--- src/rtl/uart_pkg.sv ---
// -----------------------------------------------------------------------------
// uart_pkg
// Shared definitions for the UART transmit path: controller state encoding,
// frame geometry, default clock/baud settings and the bit-period calculation.
// No ports (package).
// -----------------------------------------------------------------------------
package uart_pkg;

  // Transmit controller states
  typedef enum logic [1:0] {
    ST_IDLE = 2'd0,
    ST_LOAD = 2'd1,
    ST_SEND = 2'd2
  } tx_state_t;

  localparam int FRAME_BITS   = 10;  // start + 8 data + stop
  localparam int DATA_BITS    = 8;
  localparam int DEF_CLK_FREQ = 50_000_000;
  localparam int DEF_BAUD     = 115200;

  // Number of system clock cycles per line bit (integer division).
  function automatic int calc_clks_per_bit(input int clk_freq, input int baud);
    return clk_freq / baud;
  endfunction

endpackage

--- src/rtl/uart_baud_gen.sv ---
// -----------------------------------------------------------------------------
// uart_baud_gen
// Bit-period counter. While enabled it counts 0..CLKS_PER_BIT-1 and wraps;
// o_tick is high for the one cycle in which the count sits at its last value.
// The tick is produced from a flop, so o_tick_nxt (its next value) is offered
// for users that need to register something coincident with the tick.
// Ports:
//   clk        in   system clock
//   rst_n      in   synchronous active-low reset
//   i_en       in   count enable
//   i_clr      in   synchronous clear (wins over enable)
//   o_tick     out  one-cycle pulse per bit period (registered)
//   o_tick_nxt out  value o_tick takes after the next edge
// -----------------------------------------------------------------------------
module uart_baud_gen #(
  parameter int CLKS_PER_BIT = 434
) (
  input  logic clk,
  input  logic rst_n,
  input  logic i_en,
  input  logic i_clr,
  output logic o_tick,
  output logic o_tick_nxt
);

  localparam int               CNT_W   = (CLKS_PER_BIT > 1) ? $clog2(CLKS_PER_BIT) : 1;
  localparam logic [CNT_W-1:0] CNT_MAX = CNT_W'(CLKS_PER_BIT - 1);
  localparam logic [CNT_W-1:0] CNT_ONE = CNT_W'(1);

  logic [CNT_W-1:0] baud_cnt_q, baud_cnt_d;
  logic             tick_q, tick_d;

  // Next count and look-ahead tick
  always_comb begin
    baud_cnt_d = baud_cnt_q;
    tick_d     = 1'b0;
    if (i_clr) begin
      baud_cnt_d = '0;
    end else if (i_en) begin
      if (baud_cnt_q == CNT_MAX) begin
        baud_cnt_d = '0;
      end else begin
        baud_cnt_d = baud_cnt_q + CNT_ONE;
      end
    end else begin
      baud_cnt_d = baud_cnt_q;
    end
    // The tick flop mirrors "counter is at its last value" for the next cycle.
    tick_d = i_en && !i_clr && (baud_cnt_d == CNT_MAX);
  end

  // Counter and tick registers
  always_ff @(posedge clk) begin
    if (!rst_n) begin
      baud_cnt_q <= '0;
      tick_q     <= 1'b0;
    end else begin
      baud_cnt_q <= baud_cnt_d;
      tick_q     <= tick_d;
    end
  end

  assign o_tick     = tick_q;
  assign o_tick_nxt = tick_d;

endmodule

--- src/rtl/uart_tx_ctrl.sv ---
// -----------------------------------------------------------------------------
// uart_tx_ctrl
// Sequencing controller for the UART transmit path. Accepts a byte over a
// valid/ready handshake, then drives an external shift register with a single
// load pulse followed by one shift_en pulse per bit period for a 10-bit frame
// (start 0, 8 data LSB first, stop 1). All outputs are registered.
// Ports:
//   clk            in   system clock
//   rst_n          in   synchronous active-low reset
//   i_tx_valid     in   requester has a byte
//   i_tx_data[7:0] in   byte, sampled only on accept
//   o_tx_ready     out  controller idle, can accept
//   o_sr_data[7:0] out  captured byte to shift register
//   o_sr_load      out  one-cycle load pulse
//   o_sr_shift_en  out  one-cycle pulse per bit period
//   o_tx_busy      out  frame being loaded or sent
//   o_tx_done      out  one-cycle pulse at end of stop bit
// -----------------------------------------------------------------------------
module uart_tx_ctrl
  import uart_pkg::*;
#(
  parameter int CLK_FREQ = DEF_CLK_FREQ,
  parameter int BAUD     = DEF_BAUD
) (
  input  logic                 clk,
  input  logic                 rst_n,
  input  logic                 i_tx_valid,
  input  logic [DATA_BITS-1:0] i_tx_data,
  output logic                 o_tx_ready,
  output logic [DATA_BITS-1:0] o_sr_data,
  output logic                 o_sr_load,
  output logic                 o_sr_shift_en,
  output logic                 o_tx_busy,
  output logic                 o_tx_done
);

  localparam int         CLKS_PER_BIT = calc_clks_per_bit(CLK_FREQ, BAUD);
  localparam logic [3:0] LAST_BIT     = 4'(FRAME_BITS - 1);

  if (CLKS_PER_BIT < 2) begin : g_cpb_check
    $error("uart_tx_ctrl: CLKS_PER_BIT must be at least 2");
  end

  tx_state_t            state_q, state_d;
  logic [DATA_BITS-1:0] data_q, data_d;
  logic [3:0]           bit_cnt_q, bit_cnt_d;
  logic                 ready_q, ready_d;
  logic                 busy_q, busy_d;
  logic                 load_q, load_d;
  logic                 done_q, done_d;
  logic                 baud_en_s, baud_clr_s;
  logic                 tick_s, tick_nxt_s;

  uart_baud_gen #(
    .CLKS_PER_BIT(CLKS_PER_BIT)
  ) u_baud_gen (
    .clk        (clk),
    .rst_n      (rst_n),
    .i_en       (baud_en_s),
    .i_clr      (baud_clr_s),
    .o_tick     (tick_s),
    .o_tick_nxt (tick_nxt_s)
  );

  // Next-state, capture, bit counting and registered-output look-ahead
  always_comb begin
    state_d    = state_q;
    data_d     = data_q;
    bit_cnt_d  = bit_cnt_q;
    baud_en_s  = 1'b0;
    baud_clr_s = 1'b0;
    case (state_q)
      ST_IDLE: begin
        baud_clr_s = 1'b1;
        if (i_tx_valid && ready_q) begin
          data_d  = i_tx_data;
          state_d = ST_LOAD;
        end else begin
          state_d = ST_IDLE;
        end
      end
      ST_LOAD: begin
        // Counters start fresh so the first bit lasts a full period.
        baud_clr_s = 1'b1;
        bit_cnt_d  = 4'd0;
        state_d    = ST_SEND;
      end
      ST_SEND: begin
        baud_en_s = 1'b1;
        if (tick_s) begin
          if (bit_cnt_q == LAST_BIT) begin
            bit_cnt_d = 4'd0;
            state_d   = ST_IDLE;
          end else begin
            bit_cnt_d = bit_cnt_q + 4'd1;
          end
        end else begin
          bit_cnt_d = bit_cnt_q;
        end
      end
      default: begin
        baud_clr_s = 1'b1;
        bit_cnt_d  = 4'd0;
        state_d    = ST_IDLE;
      end
    endcase

    ready_d = (state_d == ST_IDLE);
    busy_d  = (state_d != ST_IDLE);
    load_d  = (state_d == ST_LOAD);
    // Done must coincide with the last shift_en; shift_en comes from the
    // baud tick flop, so use the tick look-ahead with the next bit count.
    done_d  = (state_d == ST_SEND) && tick_nxt_s && (bit_cnt_d == LAST_BIT);
  end

  // State and output registers
  always_ff @(posedge clk) begin
    if (!rst_n) begin
      state_q   <= ST_IDLE;
      data_q    <= 8'h00;
      bit_cnt_q <= 4'd0;
      ready_q   <= 1'b1;
      busy_q    <= 1'b0;
      load_q    <= 1'b0;
      done_q    <= 1'b0;
    end else begin
      state_q   <= state_d;
      data_q    <= data_d;
      bit_cnt_q <= bit_cnt_d;
      ready_q   <= ready_d;
      busy_q    <= busy_d;
      load_q    <= load_d;
      done_q    <= done_d;
    end
  end

  assign o_tx_ready    = ready_q;
  assign o_sr_data     = data_q;
  assign o_sr_load     = load_q;
  assign o_sr_shift_en = tick_s;
  assign o_tx_busy     = busy_q;
  assign o_tx_done     = done_q;

endmodule

--- config.mk ---
export PLATFORM = sky130hd
export DESIGN_NAME = uart_tx_ctrl
export DESIGN_NICKNAME = d
export VERILOG_FILES = /design/src/rtl/uart_pkg.sv /design/src/rtl/uart_baud_gen.sv /design/src/rtl/uart_tx_ctrl.sv
export SDC_FILE = /design/constraint.sdc
export NUM_CORES = 1
export LEC_CHECK = 0
export CAP_MARGIN = 20
export CELL_PAD_IN_SITES_DETAIL_PLACEMENT = 1
export CELL_PAD_IN_SITES_GLOBAL_PLACEMENT = 2
export CORE_MARGIN = 1
export CORE_UTILIZATION = 30
export DETAILED_ROUTE_END_ITERATION = 10
export GPL_TIMING_DRIVEN = 0
export PLACE_DENSITY_LB_ADDON = 0.1
export SYNTH_ARGS = -nofsm -noshare
export SYNTH_HDL_FRONTEND = slang
export SYNTH_SLANG_ARGS = --single-unit
--- constraint.sdc ---
create_clock -name clk -period 2.25 [get_ports clk]
set_clock_uncertainty 0.15 [all_clocks]
set_input_delay 0.5625 -clock clk [delete_from_list [all_inputs] [get_ports clk]]
set_output_delay 0.5625 -clock clk [all_outputs]
set_load 0.05 [all_outputs]
==> results of run 1 <==
-- registers in the layout (all words and copies together) (netlist names) --
signal and count:
u_baud_gen.baud_cnt_q 9, bit_cnt_q 4, o_tx_ready 1, state_q 2, u_baud_gen.o_tick 1, o_sr_load 1
o_tx_done 1, o_tx_busy 1, o_sr_data 8
-- synth_stat cells, drive strengths merged --
cell type | count | share of area (%)
o31a | 1 | 0.75
nor3 | 2 | 1.3
mux2i | 1 | 0.86
xor2 | 4 | 3.0
a21oi | 2 | 0.86
dfxtp | 28 | 48
clkbuf | 2 | 0.64
nor4b | 1 | 1.3
nand4 | 3 | 2.1
ha | 2 | 2.1
and2 | 2 | 1.1
o32a | 1 | 0.86
o221a | 1 | 0.96
xnor2 | 6 | 4.5
nor4 | 1 | 0.54
nor2 | 17 | 5.5
nand2b | 1 | 0.54
a21bo | 1 | 0.86
nor2b | 3 | 1.6
and3 | 1 | 0.54
o21ai | 3 | 1.3
nand2 | 19 | 6.1
and4bb | 1 | 1.1
nor3b | 2 | 1.3
a31oi | 1 | 0.54
inv | 4 | 1.3
o41ai | 1 | 1.4
nand3 | 5 | 2.6
a21boi | 9 | 5.8
nand4b | 1 | 0.75
-- layer usage --
| layer | vias to the layer above | track usage, % | wire (um) |
|---|---|---|---|
| li1 | 485 | - | - |
| met1 | 460 | 16.9 | 1160 |
| met2 | 13 | 24.1 | 1220 |
| met3 | 4 | 2.86 | 95 |
| met4 | 0 | 5.00 | 31 |
| met5 | - | 0 | 0 |
-- power by group through the flow --
stage                     clock [mW]  sequential (mW)  combinational [mW]
after floorplan                    0            0.601              0.0460
after global placement             0            0.542               0.172
after detailed placement           0            0.542               0.175
after CTS                      0.404            0.531               0.176
after global routing           0.424            0.534               0.185
final                          0.390            0.531               0.173
-- final cells by class --
class	instances	share of cell area [%]
multi-input cells	92	38.2
clock buffers	3	2.70
plain buffers	2	0.491
flip-flops and latches	28	36.7
inverters	4	0.983
well taps	48	3.93
clock inverters	1	1.97
repair buffers	23	15.0
-- layout by cell type, fill, tap and decap left out, types with 3 or more instances in the layout --
master / synthesis / layout
sky130_fd_sc_hd__clkdlybuf4s50_1: 0 / 22
sky130_fd_sc_hd__inv_1: 3 / 3
sky130_fd_sc_hd__nand2_1: 19 / 19
sky130_fd_sc_hd__nor2b_1: 3 / 3
sky130_fd_sc_hd__dfxtp_1: 28 / 28
sky130_fd_sc_hd__a21boi_1: 9 / 9
sky130_fd_sc_hd__xnor2_1: 6 / 6
sky130_fd_sc_hd__nand3_1: 4 / 4
sky130_fd_sc_hd__nor2_1: 17 / 17
sky130_fd_sc_hd__clkbuf_8: 0 / 3
sky130_fd_sc_hd__xor2_1: 4 / 4
-- worst paths after layout --
kind | startpoint | end | cells past startpoint
max | o_tx_ready | o_tx_ready | 1
min | o_sr_data[6] | o_sr_data[6] | 2
max reg2reg | u_baud_gen.baud_cnt_q[0] | u_baud_gen.baud_cnt_q[7] | 4
min reg2reg | o_sr_data[6] | o_sr_data[6] | 2
-- through the flow --
step	setup slack [ns]	hold slack, ns	total power, mW	area (um^2)	util [%]
after CTS	0.0687	0.316	1.11	1530	41.4
after floorplan	0.606	0.316	0.647	1170	-
after detailed placement	0.0383	0.303	0.717	1460	39.5
after global routing	0.0110	0.330	1.14	1530	41.4
after global placement	0.0722	0.291	0.714	1460	39.5
final	0.0780	0.310	1.09	1530	41.4
-- cell families (layout without fill, tap and decap cells) --
group                    count (synthesis)  count (layout)
AND/OR/NAND/NOR                         59              59
flip-flops                              28              28
AO/OA/AOI/OAI                           20              20
XOR/XNOR                                10              10
buffers and inverters                    6              33
adder cells (fa/ha/maj)                  2               2
multiplexers                             1               1
==> impl_results.html, run 1 <==
<table>
<tr><th>Metric</th><th>Value</th></tr>
<tr><th colspan="2">Timing</th></tr>
<tr><td>Worst-case headroom to the max-slew limit</td><td>~46%</td></tr>
<tr><td>Unrepaired setup endpoints after global routing</td><td>false</td></tr>
<tr><td>Fin Setup TNS</td><td>0 ns</td></tr>
<tr><td>Final critical-path required period</td><td>around 2.2 ns</td></tr>
<tr><td>Achievable Freq</td><td>between 400 and 500 MHz</td></tr>
<tr><td>Count of endpoints failing hold in the final timing report</td><td>0</td></tr>
<tr><td>Final Max Slew Viols</td><td>0</td></tr>
<tr><td>Final period util</td><td>between 90% and 100%</td></tr>
<tr><td>Final setup violating endpoints</td><td>0</td></tr>
<tr><td>Measured slew at the worst slew-check pin</td><td>approximately 0.81 ns</td></tr>
<tr><th colspan="2">Clock network</th></tr>
<tr><td>Num CTS Buffers</td><td>3</td></tr>
<tr><td>Number of buffers added for setup after CTS</td><td>0</td></tr>
<tr><td>Clock tree from TritonCTS</td><td>built</td></tr>
<tr><td>Clk pin slew, worst setup/hold paths</td><td>roughly 0.090 ns</td></tr>
<tr><td>Number of instances resized during post-cts repair</td><td>1</td></tr>
<tr><td>Clock sinks</td><td>28</td></tr>
<tr><td>Clock latency at the later pin of the worst-skew pair</td><td>around 0.27 ns</td></tr>
<tr><td>Clock Path Buffers</td><td>2</td></tr>
<tr><td>Clk Tree Root Cell</td><td>sky130_fd_sc_hd__clkbuf_8</td></tr>
<tr><td>H-Tree Depth</td><td>1</td></tr>
<tr><td>Hold buffer count at cts</td><td>0</td></tr>
<tr><th colspan="2">Floorplan</th></tr>
<tr><td>Die X-Extent</td><td>between 60 and 70 um</td></tr>
<tr><td>Floorplan Core Area</td><td>0.00369 mm^2</td></tr>
<tr><td>Row count</td><td>22</td></tr>
<tr><td>Die extent in y</td><td>~64 um</td></tr>
<tr><td>Count of boundary I/O pins</td><td>24</td></tr>
<tr><td>Starting density of the core</td><td>about a third</td></tr>
<tr><td>Area of the die</td><td>between 0.004 and 0.005 mm^2</td></tr>
<tr><th colspan="2">Layout</th></tr>
<tr><td>Final cell count without fillers</td><td>between 200 and 250</td></tr>
<tr><td>Growth of design area from synthesis to finish</td><td>30.9%</td></tr>
<tr><td>Combined area of the multi-input logic cells</td><td>584 um^2</td></tr>
<tr><td>N_diodes</td><td>0</td></tr>
<tr><td>Fin nets</td><td>around 170</td></tr>
<tr><td>Sequential cell area in the final layout</td><td>~560 um^2</td></tr>
<tr><td>Fraction of final layout cells sized beyond drive strength 1</td><td>under 10%</td></tr>
<tr><td>Number of fillers in the final layout</td><td>437</td></tr>
<tr><th colspan="2">Pwr</th></tr>
<tr><td>Comb power frac</td><td>roughly 16%</td></tr>
<tr><td>Net switching power figure</td><td>roughly 0.27 mW</td></tr>
<tr><td>Largest voltage drop on the vdd net</td><td>approximately 0.00029 V</td></tr>
<tr><td>Internal Power</td><td>around 0.8 mW</td></tr>
<tr><td>Switching Fraction</td><td>25.1%</td></tr>
<tr><td>Leak</td><td>0.532 nW</td></tr>
<tr><td>Clock network fraction of total power</td><td>35.6%</td></tr>
<tr><td>Seq pwr share</td><td>between 40% and 50%</td></tr>
<tr><td>Power density over cell area</td><td>around 720 mW/mm^2</td></tr>
<tr><th colspan="2">Synthesis</th></tr>
<tr><td>Synthesis-stage register bit count</td><td>28</td></tr>
<tr><td>Syn. warnings</td><td>0</td></tr>
<tr><td>Fraction of the mapped netlist area in compound gates</td><td>approximately an eighth</td></tr>
<tr><td>Mean post-synth cell area</td><td>roughly 9.3 um^2</td></tr>
<tr><td>Share of synthesized cell area in and, or, nand and nor gates</td><td>between 20% and 30%</td></tr>
<tr><td>Share of the yosys chip area belonging to registers</td><td>slightly below 50%</td></tr>
<tr><td>Adder-cell share of the synthesized area</td><td>about 2.1%</td></tr>
<tr><td>Number of nets in the synthesized netlist</td><td>between 100 and 150</td></tr>
<tr><td>Count of cell types in the netlist</td><td>35</td></tr>
<tr><td>Share of cell area taken by muxes after synthesis</td><td>less than 1%</td></tr>
<tr><td>Cell count after synthesis</td><td>between 100 and 150</td></tr>
<tr><td>Mapped cell area</td><td>0.00117 mm^2</td></tr>
<tr><td>Dominant combinational cell family by area after synthesis</td><td>simple AND/OR/NAND/NOR gates</td></tr>
<tr><td>Synth Area in XOR/XNOR</td><td>7.50%</td></tr>
<tr><th colspan="2">Setup path</th></tr>
<tr><td>Type of element capturing the critical path</td><td>primary output</td></tr>
<tr><td>Worst Path Max Fanout</td><td>3</td></tr>
<tr><td>Setup slack of the most critical reg-to-reg path</td><td>roughly 0.32 ns</td></tr>
<tr><td>Sort of element at the start of the critical path</td><td>register</td></tr>
<tr><td>Slowest CP cell</td><td>sky130_fd_sc_hd__clkdlybuf4s50_1</td></tr>
<tr><td>Buffers plus inverters on the worst setup path</td><td>1</td></tr>
<tr><td>CP Class</td><td>reg2out</td></tr>
<tr><td>Kind of cell with the highest combined delay on the critical path</td><td>buffers and inverters</td></tr>
<tr><td>Worst EP arrival</td><td>1.46 ns</td></tr>
<tr><td>Delay of the slowest cell on the worst path</td><td>around 0.83 ns</td></tr>
<tr><td>Ordered cell list for the critical path</td><td>clkdlybuf4s50_1</td></tr>
<tr><td>Required @ worst endpoint</td><td>~1.5 ns</td></tr>
<tr><th colspan="2">Placed design</th></tr>
<tr><td>HPWL after detailed placement</td><td>1.92 mm</td></tr>
<tr><td>Post-placement cell count</td><td>between 150 and 200</td></tr>
<tr><td>Final weighted congestion in routability-driven placement</td><td>between 0.7 and 0.8</td></tr>
<tr><td>Port Buf Inserts</td><td>23</td></tr>
<tr><th colspan="2">GRT</th></tr>
<tr><td>First-pass GRT wire length</td><td>between 4 and 5 mm</td></tr>
<tr><td>Total global routing overflow</td><td>0</td></tr>
<tr><td>Maximum number of pins on one net before global-route repair</td><td>17</td></tr>
<tr><td>Number of global-route vias before repair</td><td>a little under 1000</td></tr>
<tr><td>Total routing resource utilization after global routing</td><td>roughly 14%</td></tr>
<tr><td>Number of antenna violations at the first check in global routing</td><td>0</td></tr>
<tr><th colspan="2">Detailed routing</th></tr>
<tr><td>Number of vias per cell</td><td>about 4.8</td></tr>
<tr><td>First drt pass iteration count</td><td>3</td></tr>
<tr><td>Average detailed-routed wire length per instance</td><td>roughly 12 um</td></tr>
<tr><td>Initial drt markers</td><td>30</td></tr>
<tr><td>Antenna Nets Post-Route</td><td>0</td></tr>
<tr><td>Final Routed Wirelength</td><td>2.51 mm</td></tr>
<tr><td>Via total after detailed routing</td><td>between 900 and 1000</td></tr>
<tr><td>Total DRC errors in the routed layout</td><td>0</td></tr>
<tr><th colspan="2">Run</th></tr>
<tr><td>Maximum Capacitance Violations</td><td>0</td></tr>
<tr><th colspan="2">Status</th></tr>
<tr><td>Status</td><td>completed</td></tr>
<tr><th colspan="2">Hold path</th></tr>
<tr><td>Worst min-delay path category</td><td>reg2reg</td></tr>
</table>
Power figures use the tool's default switching activity.
==> run 2, diff against run 1 <==
Settings changed: CORE_ASPECT_RATIO set to 0.75.
==> impl_results.html, run 2 (synthesis gave the netlist of run 1 again) <==
<table>
<tr><th>Metric</th><th>Value</th></tr>
<tr><th colspan="2">Hold path</th></tr>
<tr><td>Worst min-delay path category</td><td>reg2reg</td></tr>
<tr><td>Launch point of the worst hold path</td><td>o_sr_data[6]</td></tr>
<tr><th colspan="2">Timing</th></tr>
<tr><td>Count of endpoints failing hold in the final timing report</td><td>0</td></tr>
<tr><td>Post-layout worst setup margin</td><td>0.0883 ns</td></tr>
<tr><td>Final critical-path required period</td><td>between 2 and 2.5 ns</td></tr>
<tr><td>Final Max Slew Viols</td><td>0</td></tr>
<tr><td>Unrepaired setup endpoints after global routing</td><td>false</td></tr>
<tr><td>Worst-case headroom to the max-slew limit</td><td>a little under half</td></tr>
<tr><td>Fin Setup TNS</td><td>0 ns</td></tr>
<tr><td>Final period util</td><td>between 90% and 100%</td></tr>
<tr><td>Achievable Freq</td><td>roughly 460 MHz</td></tr>
<tr><td>Measured slew at the worst slew-check pin</td><td>~0.8 ns</td></tr>
<tr><td>Final setup violating endpoints</td><td>0</td></tr>
<tr><th colspan="2">Setup path</th></tr>
<tr><td>Buffers plus inverters on the worst setup path</td><td>1</td></tr>
<tr><td>Type of element capturing the critical path</td><td>primary output</td></tr>
<tr><td>Sort of element at the start of the critical path</td><td>register</td></tr>
<tr><td>Delay of the slowest cell on the worst path</td><td>0.81 ns</td></tr>
<tr><td>Slowest CP cell</td><td>sky130_fd_sc_hd__clkdlybuf4s50_1</td></tr>
<tr><td>R2r startpoint</td><td>u_baud_gen.baud_cnt_q[0]</td></tr>
<tr><td>CP Class</td><td>reg2out</td></tr>
<tr><td>Kind of cell with the highest combined delay on the critical path</td><td>buffers and inverters</td></tr>
<tr><td>Worst EP arrival</td><td>about 1.5 ns</td></tr>
<tr><td>Required @ worst endpoint</td><td>approximately 1.5 ns</td></tr>
<tr><td>Ordered cell list for the critical path</td><td>clkdlybuf4s50_1</td></tr>
<tr><td>Critical path startpoint</td><td>o_sr_data[7]</td></tr>
<tr><td>Worst Path Max Fanout</td><td>2</td></tr>
<tr><th colspan="2">Floorplan</th></tr>
<tr><td>Die extent in y</td><td>56.0 um</td></tr>
<tr><td>Floorplan Core Area</td><td>about 0.0037 mm^2</td></tr>
<tr><td>Die X-Extent</td><td>around 74 um</td></tr>
<tr><td>Count of boundary I/O pins</td><td>24</td></tr>
<tr><td>Area of the die</td><td>0.00415 mm^2</td></tr>
<tr><td>Starting density of the core</td><td>31.7%</td></tr>
<tr><td>Row count</td><td>19</td></tr>
<tr><th colspan="2">Detailed routing</th></tr>
<tr><td>Initial drt markers</td><td>22</td></tr>
<tr><td>Average detailed-routed wire length per instance</td><td>approximately 13 um</td></tr>
<tr><td>Via total after detailed routing</td><td>between 900 and 1000</td></tr>
<tr><td>Final Routed Wirelength</td><td>between 2 and 3 mm</td></tr>
<tr><td>Number of vias per cell</td><td>4.68</td></tr>
<tr><td>First drt pass iteration count</td><td>4</td></tr>
<tr><td>Antenna Nets Post-Route</td><td>0</td></tr>
<tr><td>Total DRC errors in the routed layout</td><td>0</td></tr>
<tr><th colspan="2">Placed design</th></tr>
<tr><td>Port Buf Inserts</td><td>23</td></tr>
<tr><td>HPWL after detailed placement</td><td>between 1.5 and 2 mm</td></tr>
<tr><td>Worst slack, placed</td><td>0.0857 ns</td></tr>
<tr><td>Final weighted congestion in routability-driven placement</td><td>0.836</td></tr>
<tr><th colspan="2">GRT</th></tr>
<tr><td>First-pass GRT wire length</td><td>around 4.5 mm</td></tr>
<tr><td>Number of antenna violations at the first check in global routing</td><td>0</td></tr>
<tr><td>Total routing resource utilization after global routing</td><td>14.5%</td></tr>
<tr><td>Number of global-route vias before repair</td><td>955</td></tr>
<tr><td>Total global routing overflow</td><td>0</td></tr>
<tr><td>Maximum number of pins on one net before global-route repair</td><td>17</td></tr>
<tr><th colspan="2">Layout</th></tr>
<tr><td>Commonest cells after routing, fill and taps aside</td><td>sky130_fd_sc_hd__dfxtp_1 (28), sky130_fd_sc_hd__clkdlybuf4s50_1 (22), sky130_fd_sc_hd__nand2_1 (19)</td></tr>
<tr><td>N_diodes</td><td>0</td></tr>
<tr><td>Most common cell after layout, fill and taps aside</td><td>sky130_fd_sc_hd__dfxtp_1</td></tr>
<tr><td>Register containing the most flip-flops in the final layout</td><td>u_baud_gen.baud_cnt_q</td></tr>
<tr><td>Fraction of final layout cells sized beyond drive strength 1</td><td>6.54%</td></tr>
<tr><td>Growth of design area from synthesis to finish</td><td>31.3%</td></tr>
<tr><td>Flip-flop count of the largest register after layout</td><td>9</td></tr>
<tr><td>Fin nets</td><td>roughly 170</td></tr>
<tr><th colspan="2">Clock network</th></tr>
<tr><td>Clk pin slew, worst setup/hold paths</td><td>approximately 0.1 ns</td></tr>
<tr><td>Clk Tree Root Cell</td><td>sky130_fd_sc_hd__clkbuf_8</td></tr>
<tr><td>Num CTS Buffers</td><td>3</td></tr>
<tr><td>Number of buffers added for setup after CTS</td><td>0</td></tr>
<tr><td>Hold buffer count at cts</td><td>0</td></tr>
<tr><td>Clock Path Buffers</td><td>2</td></tr>
<tr><td>H-Tree Depth</td><td>1</td></tr>
<tr><td>Number of instances resized during post-cts repair</td><td>1</td></tr>
<tr><td>Clock sinks</td><td>28</td></tr>
<tr><td>Clock tree from TritonCTS</td><td>built</td></tr>
<tr><td>Clock latency at the later pin of the worst-skew pair</td><td>between 0.2 and 0.3 ns</td></tr>
<tr><th colspan="2">Pwr</th></tr>
<tr><td>Largest voltage drop on the vdd net</td><td>roughly 0.00026 V</td></tr>
<tr><td>Power density over cell area</td><td>slightly above 700 mW/mm^2</td></tr>
<tr><td>Leak</td><td>~0.53 nW</td></tr>
<tr><th colspan="2">Status</th></tr>
<tr><td>Status</td><td>completed</td></tr>
<tr><th colspan="2">Run</th></tr>
<tr><td>Maximum Capacitance Violations</td><td>0</td></tr>
</table>
run 2: cell counts in the layout (fill, tap and decap cells not counted):
No cell type changed its count.
run 2: path summary, 6_finish.rpt:
path,cells after the start,end,slack (ns)
min reg2reg,2,o_sr_data[6],0.31
max,1,o_sr_data[7],0.09
max reg2reg,4,u_baud_gen.baud_cnt_q[7],0.28
min,2,o_sr_data[6],0.31
run 2: layout make-up:
class / instances / area (um^2)
fill: 448 / 2150
multi-input combinational: 92 / 584
sequential: 28 / 561
timing repair buffer: 23 / 229
tap: 52 / 65.1
clock buffer: 3 / 41.3
clock inverter: 1 / 30.0
inverter: 4 / 15.0
buffer: 2 / 7.51
run 2: metrics by stage:
stage | hold WS [ns] | util, % | instances | power, mW | area, um^2
after floorplan | 0.316 | - | 126 | 0.647 | 1170
after global placement | 0.291 | 39.7 | 201 | 0.713 | 1460
after detailed placement | 0.298 | 39.7 | 201 | 0.716 | 1460
after CTS | 0.311 | 41.6 | 205 | 1.12 | 1530
after global routing | 0.331 | 41.6 | 205 | 1.16 | 1530
final | 0.307 | 41.6 | 205 | 1.10 | 1530
run 2: routing by layer:
layer  vias up  GRT usage (%)  share of wire, %
met5         -              0                 0
met4         0           3.30              0.62
met3         2           5.43               4.0
met2        14           21.8                43
met1       457           19.4                53
li1        487              -                 -
run 2: where the power goes:
| group | switching, mW | internal, mW |
|---|---|---|
| registers | 0.0146 | 0.517 |
| clock network | 0.162 | 0.238 |
| logic | 0.107 | 0.0647 |
| total | 0.283 | 0.820 |
==> run 3, diff against run 2 <==
Settings changed: ABC_AREA set to 1, CORE_UTILIZATION 30 to 27, GPL_ROUTABILITY_DRIVEN set to 0, SLEW_MARGIN set to 20.
==> impl_results.html, run 3 <==
<table>
<tr><th>Metric</th><th>Value</th></tr>
<tr><th colspan="2">Clock network</th></tr>
<tr><td>Number of instances resized during post-cts repair</td><td>0</td></tr>
<tr><td>Hold buffer count at cts</td><td>0</td></tr>
<tr><td>Clock tree from TritonCTS</td><td>built</td></tr>
<tr><td>Number of buffers added for setup after CTS</td><td>0</td></tr>
<tr><td>Num CTS Buffers</td><td>3</td></tr>
<tr><td>Clock latency at the later pin of the worst-skew pair</td><td>roughly 0.28 ns</td></tr>
<tr><td>H-Tree Depth</td><td>1</td></tr>
<tr><td>Clock Path Buffers</td><td>2</td></tr>
<tr><td>Clk pin slew, worst setup/hold paths</td><td>0.09 ns</td></tr>
<tr><td>Clock sinks</td><td>28</td></tr>
<tr><td>Clk Tree Root Cell</td><td>sky130_fd_sc_hd__clkbuf_8</td></tr>
<tr><th colspan="2">Synthesis</th></tr>
<tr><td>Syn. warnings</td><td>0</td></tr>
<tr><td>Share of the yosys chip area belonging to registers</td><td>between 40% and 50%</td></tr>
<tr><td>Async S/R FF share, synth</td><td>0%</td></tr>
<tr><td>Post-synth top area share</td><td>46.0%</td></tr>
<tr><td>Share of cell area taken by muxes after synthesis</td><td>0%</td></tr>
<tr><td>Cell count after synthesis</td><td>roughly 170</td></tr>
<tr><td>Mapped cell area</td><td>approximately 0.0012 mm^2</td></tr>
<tr><td>Synth Area in XOR/XNOR</td><td>0%</td></tr>
<tr><td>Mean post-synth cell area</td><td>7.00 um^2</td></tr>
<tr><td>Post-synth top flop</td><td>sky130_fd_sc_hd__dfxtp_1</td></tr>
<tr><td>Adder-cell share of the synthesized area</td><td>between 2 and 2.5%</td></tr>
<tr><td>Count of cell types in the netlist</td><td>24</td></tr>
<tr><td>Largest area contributor in the netlist</td><td>sky130_fd_sc_hd__dfxtp_1</td></tr>
<tr><td>Share of synthesized cell area in and, or, nand and nor gates</td><td>35.3%</td></tr>
<tr><td>Number of nets in the synthesized netlist</td><td>around 190</td></tr>
<tr><td>Dominant combinational cell family by area after synthesis</td><td>simple AND/OR/NAND/NOR gates</td></tr>
<tr><td>Synthesis-stage register bit count</td><td>28</td></tr>
<tr><td>Fraction of the mapped netlist area in compound gates</td><td>8.52%</td></tr>
<tr><td>List of most frequent post-synthesis cells</td><td>sky130_fd_sc_hd__nor2_1 (37), sky130_fd_sc_hd__nand2_1 (35), sky130_fd_sc_hd__dfxtp_1 (28)</td></tr>
<tr><td>Most common cell in the synthesized netlist</td><td>sky130_fd_sc_hd__nor2_1</td></tr>
<tr><td>Count of flip-flops with a built-in enable after synthesis</td><td>0</td></tr>
<tr><td>Area contributors post-synth</td><td>sky130_fd_sc_hd__dfxtp_1 (46%), sky130_fd_sc_hd__nor2_1 (11%), sky130_fd_sc_hd__nand2_1 (11%)</td></tr>
<tr><th colspan="2">GRT</th></tr>
<tr><td>Number of antenna violations at the first check in global routing</td><td>0</td></tr>
<tr><td>Maximum number of pins on one net before global-route repair</td><td>16</td></tr>
<tr><td>Total global routing overflow</td><td>0</td></tr>
<tr><td>Number of global-route vias before repair</td><td>around 1200</td></tr>
<tr><td>First-pass GRT wire length</td><td>5.28 mm</td></tr>
<tr><td>Total routing resource utilization after global routing</td><td>14.9%</td></tr>
<tr><th colspan="2">Layout</th></tr>
<tr><td>Fraction of final layout cells sized beyond drive strength 1</td><td>around 9%</td></tr>
<tr><td>Register containing the most flip-flops in the final layout</td><td>u_baud_gen.baud_cnt_q</td></tr>
<tr><td>Final cell count without fillers</td><td>roughly 260</td></tr>
<tr><td>Growth of design area from synthesis to finish</td><td>29.3%</td></tr>
<tr><td>Sequential cell area in the final layout</td><td>around 560 um^2</td></tr>
<tr><td>Commonest cells after routing, fill and taps aside</td><td>sky130_fd_sc_hd__nor2_1 (37), sky130_fd_sc_hd__nand2_1 (35), sky130_fd_sc_hd__dfxtp_1 (28)</td></tr>
<tr><td>Final core utilization</td><td>37.7%</td></tr>
<tr><td>Number of fillers in the final layout</td><td>509</td></tr>
<tr><td>Combined area of the multi-input logic cells</td><td>roughly 560 um^2</td></tr>
<tr><td>Final non-filler cell area</td><td>approximately 0.0016 mm^2</td></tr>
<tr><td>Flip-flop count of the largest register after layout</td><td>9</td></tr>
<tr><td>Fin nets</td><td>~220</td></tr>
<tr><td>Most common cell after layout, fill and taps aside</td><td>sky130_fd_sc_hd__nor2_1</td></tr>
<tr><td>N_diodes</td><td>0</td></tr>
<tr><th colspan="2">Detailed routing</th></tr>
<tr><td>Initial drt markers</td><td>24</td></tr>
<tr><td>First drt pass iteration count</td><td>4</td></tr>
<tr><td>Final Routed Wirelength</td><td>roughly 3 mm</td></tr>
<tr><td>Number of vias per cell</td><td>between 4 and 5</td></tr>
<tr><td>Antenna Nets Post-Route</td><td>0</td></tr>
<tr><td>Total DRC errors in the routed layout</td><td>0</td></tr>
<tr><td>Average detailed-routed wire length per instance</td><td>around 12 um</td></tr>
<tr><td>Via total after detailed routing</td><td>around 1200</td></tr>
<tr><th colspan="2">Placed design</th></tr>
<tr><td>Worst slack, placed</td><td>between 0.09 and 0.1 ns</td></tr>
<tr><td>Post-placement cell count</td><td>252</td></tr>
<tr><td>Port Buf Inserts</td><td>23</td></tr>
<tr><td>HPWL after detailed placement</td><td>2.49 mm</td></tr>
<tr><td>Placement-stage cell area</td><td>between 0.0015 and 0.002 mm^2</td></tr>
<tr><th colspan="2">Hold path</th></tr>
<tr><td>Launch point of the worst hold path</td><td>o_sr_data[6]</td></tr>
<tr><td>Cells on Worst Hold Path</td><td>2</td></tr>
<tr><td>Worst min-delay path category</td><td>reg2reg</td></tr>
<tr><th colspan="2">Setup path</th></tr>
<tr><td>Buffers plus inverters on the worst setup path</td><td>1</td></tr>
<tr><td>Sort of element at the start of the critical path</td><td>register</td></tr>
<tr><td>Type of element capturing the critical path</td><td>primary output</td></tr>
<tr><td>Worst EP arrival</td><td>roughly 1.4 ns</td></tr>
<tr><td>Critical path startpoint</td><td>o_sr_data[1]</td></tr>
<tr><td>R2r startpoint</td><td>u_baud_gen.baud_cnt_q[0]</td></tr>
<tr><td>Delay of the slowest cell on the worst path</td><td>a little over 0.8 ns</td></tr>
<tr><td>CP Depth</td><td>1</td></tr>
<tr><td>Required @ worst endpoint</td><td>1.54 ns</td></tr>
<tr><td>Slowest CP cell</td><td>sky130_fd_sc_hd__clkdlybuf4s50_1</td></tr>
<tr><td>Kind of cell with the highest combined delay on the critical path</td><td>buffers and inverters</td></tr>
<tr><td>Ordered cell list for the critical path</td><td>clkdlybuf4s50_1</td></tr>
<tr><td>Worst R2R Path Depth</td><td>9</td></tr>
<tr><td>Worst Path Max Fanout</td><td>2</td></tr>
<tr><td>CP Class</td><td>reg2out</td></tr>
<tr><th colspan="2">Floorplan</th></tr>
<tr><td>Floorplan Core Area</td><td>~0.0042 mm^2</td></tr>
<tr><td>Die extent in y</td><td>60.2 um</td></tr>
<tr><td>Die X-Extent</td><td>between 70 and 80 um</td></tr>
<tr><td>Area of the die</td><td>between 0.004 and 0.005 mm^2</td></tr>
<tr><td>Row count</td><td>20</td></tr>
<tr><td>Count of boundary I/O pins</td><td>24</td></tr>
<tr><td>Starting density of the core</td><td>29.2%</td></tr>
<tr><th colspan="2">Timing</th></tr>
<tr><td>Worst-case headroom to the max-slew limit</td><td>about two thirds</td></tr>
<tr><td>Fin Setup TNS</td><td>0 ns</td></tr>
<tr><td>Count of endpoints failing hold in the final timing report</td><td>0</td></tr>
<tr><td>Final period util</td><td>a little over nine tenths</td></tr>
<tr><td>Final setup violating endpoints</td><td>0</td></tr>
<tr><td>Final Max Slew Viols</td><td>0</td></tr>
<tr><td>Final critical-path required period</td><td>2.15 ns</td></tr>
<tr><td>Post-layout worst setup margin</td><td>0.0962 ns</td></tr>
<tr><td>Measured slew at the worst slew-check pin</td><td>approximately 0.52 ns</td></tr>
<tr><td>Unrepaired setup endpoints after global routing</td><td>false</td></tr>
<tr><td>Achievable Freq</td><td>approximately 460 MHz</td></tr>
<tr><td>WHS</td><td>between 0.3 and 0.4 ns</td></tr>
<tr><th colspan="2">Status</th></tr>
<tr><td>Status</td><td>completed</td></tr>
<tr><th colspan="2">Pwr</th></tr>
<tr><td>Power density over cell area</td><td>685 mW/mm^2</td></tr>
<tr><td>Largest voltage drop on the vdd net</td><td>0.000302 V</td></tr>
<tr><td>Leak</td><td>between 0.6 and 0.7 nW</td></tr>
<tr><td>Final Total Pwr</td><td>roughly 1.1 mW</td></tr>
<tr><th colspan="2">Run</th></tr>
<tr><td>Maximum Capacitance Violations</td><td>0</td></tr>
</table>
run 3: power by group:
| group | leakage, nW | switching, mW | total, mW | internal (mW) |
|---|---|---|---|---|
| registers | 0.228 | 0.0165 | 0.539 | 0.523 |
| clock network | 0.0288 | 0.156 | 0.313 | 0.157 |
| logic | 0.379 | 0.148 | 0.226 | 0.0777 |
| total | 0.636 | 0.321 | 1.08 | 0.758 |
run 3: area by class of cell:
cell class | count | share of cell area [%]
plain buffers | 2 | 0.556
well taps | 55 | 4.37
multi-input cells | 120 | 35.5
repair buffers | 23 | 14.8
flip-flops and latches | 28 | 35.6
clock buffers | 4 | 3.49
inverters | 24 | 5.72
run 3: final timing paths:
path                            slack, ns           end
worst max-delay path                  0.1  o_sr_data[1]
worst min-delay path                 0.34  o_sr_data[6]
worst max register to register       0.52     o_tx_done
worst min register to register       0.34  o_sr_data[6]
run 3: cell families (layout without fill, tap and decap cells):
| group | after synthesis | in the layout |
|---|---|---|
| fa+ha+maj | 2 | 2 |
| buf+inv | 26 | 53 |
| simple gates | 99 | 99 |
| flops | 28 | 28 |
| compound gates | 19 | 19 |
run 3: tightest hold or removal path, stage by stage (launching register included):
cell                      delay [ns]
sky130_fd_sc_hd__dfxtp_1        0.33
sky130_fd_sc_hd__nor2_1         0.05
sky130_fd_sc_hd__nor2_1         0.08
run 3: layer usage:
metal / wire length (um) / track usage (%)
met1: 1610 / 20.0
met2: 1300 / 22.1
met3: 152 / 5.04
met4: 31 / 5.19
met5: 0 / 0
==> RTL change (flow settings as in run 2) <==
The 3 states of `tx_state_t` get a one-hot encoding in 3 bits.
--- a/src/rtl/uart_pkg.sv
+++ b/src/rtl/uart_pkg.sv
@@ -7,10 +7,10 @@
 package uart_pkg;
 
   // Transmit controller states
-  typedef enum logic [1:0] {
-    ST_IDLE = 2'd0,
-    ST_LOAD = 2'd1,
-    ST_SEND = 2'd2
+  typedef enum logic [2:0] {
+    ST_IDLE = 3'b001,
+    ST_LOAD = 3'b010,
+    ST_SEND = 3'b100
   } tx_state_t;
 
   localparam int FRAME_BITS   = 10;  // start + 8 data + stop
Behaviour: no difference found for any inputs over 10 cycles, from zero or initial values and one cycle with rst_n low; not proved beyond that.
==> RTL change against run 2 <==
Sequential power increased by 2%; power increased by 1.2%; cell count increased by 0.49%; first-iteration DRC count decreased by 27%; sequential cell count increased by 1; worst setup slack improved by 0.020 ns; critical endpoint is now o_sr_data[6]; design area increased by 3.9%; highest routed layer unchanged; largest power group unchanged; routed wire length decreased by 2.2%; area after synthesis increased by 4.4%; largest cell class unchanged.
==> RTL change: results (changes against run 2) <==
{
  "met3_wirelength": {"value": 120, "unit": "µm", "change": "+15%"},
  "status": {"value": "finished clean"},
  "placed_cells": {"value": 198, "change": "-1.5%"},
  "highest_ir_drop_seen_on_vdd": {"value": 0.326, "unit": "mV", "change": "+25%"},
  "grt_use_met2": {"value": 18.8, "unit": "%", "change": "-3.1 points"},
  "wl_met1": {"value": 1.27, "unit": "mm", "change": "-6.8%"},
  "finish.net_count": {"value": 166, "change": "-0.60%"},
  "post_synth_num_cell_types": {"value": 34, "change": "-2.9%"},
  "dr_wl_met2": {"value": 1.10, "unit": "mm", "change": "-0.63%"},
  "synth.yosys.seq_area_share": {"value": 47.6, "unit": "%", "change": "-0.38 points"},
  "cts_buffers": {"value": 5, "change": "+2"},
  "timing.slew.headroom": {"value": 66.2, "unit": "%", "change": "+20 points"},
  "place_congestion": {"value": 0.717, "change": "-14%"},
  "grt_start_max_net_pins": {"value": 11, "change": "-6"},
  "detailedPlacementHpwl": {"value": 1.84, "unit": "mm", "change": "-6.3%"},
  "netlist_top_cells_count": {"value": "sky130_fd_sc_hd__dfxtp_1, sky130_fd_sc_hd__nor2_1, sky130_fd_sc_hd__nor2b_1"},
  "global_route_wire_length_before_repair": {"value": 4.28, "unit": "mm", "change": "-5.6%"},
  "syn_nets": {"value": 136, "change": "-2.2%"},
  "top_area_cells_in_the_synthesized_netlist": {"value": "sky130_fd_sc_hd__dfxtp_1, sky130_fd_sc_hd__mux2i_1, sky130_fd_sc_hd__nor2b_1, sky130_fd_sc_hd__xnor2_1, sky130_fd_sc_hd__nor2_1"},
  "post_route_cells_drive_above_1_share": {"value": 7.79, "unit": "%", "change": "+1.3 points"},
  "syn_avg_cell_area": {"value": 9.91, "unit": "µm²", "change": "+6.9%"},
  "leakage": {"value": 0.571, "unit": "nW", "change": "+7.3%"},
  "gr-usage-all-layers": {"value": 13.7, "unit": "%", "change": "-0.75 points"},
  "cp.arrival": {"value": 1.43, "unit": "ns", "change": "-0.02 ns"},
  "clk_pin_slew": {"value": 0.06, "unit": "ns", "change": "-0.04 ns"},
  "compound_gate_fraction_of_synth_area": {"value": 6.26, "unit": "%", "change": "-7.0 points"},
  "use_met3": {"value": 6.36, "unit": "%", "change": "+0.93 points"},
  "postRouteWirelength": {"value": 2.53, "unit": "mm", "change": "-2.2%"},
  "cts_max_level": {"value": 2, "change": "+1"},
  "synth_fa_ha_area_share": {"value": 2.05, "unit": "%", "change": "-0.090 points"}
}
-- RTL change: cell types whose count changed after synthesis, sizes merged, moves of 2 or more --
cell	run 2	this run
nor3b	2	0
a22oi	0	2
a21boi	9	0
and3	1	3
mux2i	1	9
or4	0	2
nor2b	3	12
nand2b	1	3
nand4	3	1
inv	4	2
nand2	19	6
nor2	17	14
buf	0	2
-- RTL change: final timing paths --
check	from	endpoint	slack, ns	cells after the start
worst max-delay path	o_sr_data[6]$_SDFFE_PN0N_	o_sr_data[6]	0.11	1
worst min-delay path	u_baud_gen.baud_cnt_q[0]$_SDFF_PN0_	u_baud_gen.baud_cnt_q[0]$_SDFF_PN0_	0.34	1
worst max register to register	u_baud_gen.baud_cnt_q[1]$_SDFF_PN0_	o_tx_done$_SDFF_PN0_	0.53	5
worst min register to register	u_baud_gen.baud_cnt_q[0]$_SDFF_PN0_	u_baud_gen.baud_cnt_q[0]$_SDFF_PN0_	0.34	1
-- RTL change: power by group through the flow --
| stage | Sequential [mW] | Clock (mW) | Combinational, mW |
|---|---|---|---|
| CTS | 0.545 | 0.427 | 0.167 |
| finish | 0.544 | 0.408 | 0.164 |
| global route | 0.546 | 0.449 | 0.175 |
| floorplan | 0.609 | 0 | 0.0511 |
| global placement | 0.555 | 0 | 0.165 |
| detailed placement | 0.556 | 0 | 0.166 |
-- RTL change: what timing repair did --
item	4_1_cts	5_1_grt
hold buffers	0	0
endpoints found under the setup margin	1	0
setup buffers	0	0
gates resized for setup	1	0
-- RTL change: cell type report --
| cell class | instances | area [µm²] |
|---|---|---|
| fill | 435 | 2190 |
| multi-input combinational | 89 | 614 |
| sequential | 29 | 581 |
| timing repair buffer | 23 | 229 |
| clock buffer | 8 | 80.1 |
| tap | 52 | 65.1 |
| buffer | 3 | 16.3 |
| inverter | 2 | 7.51 |
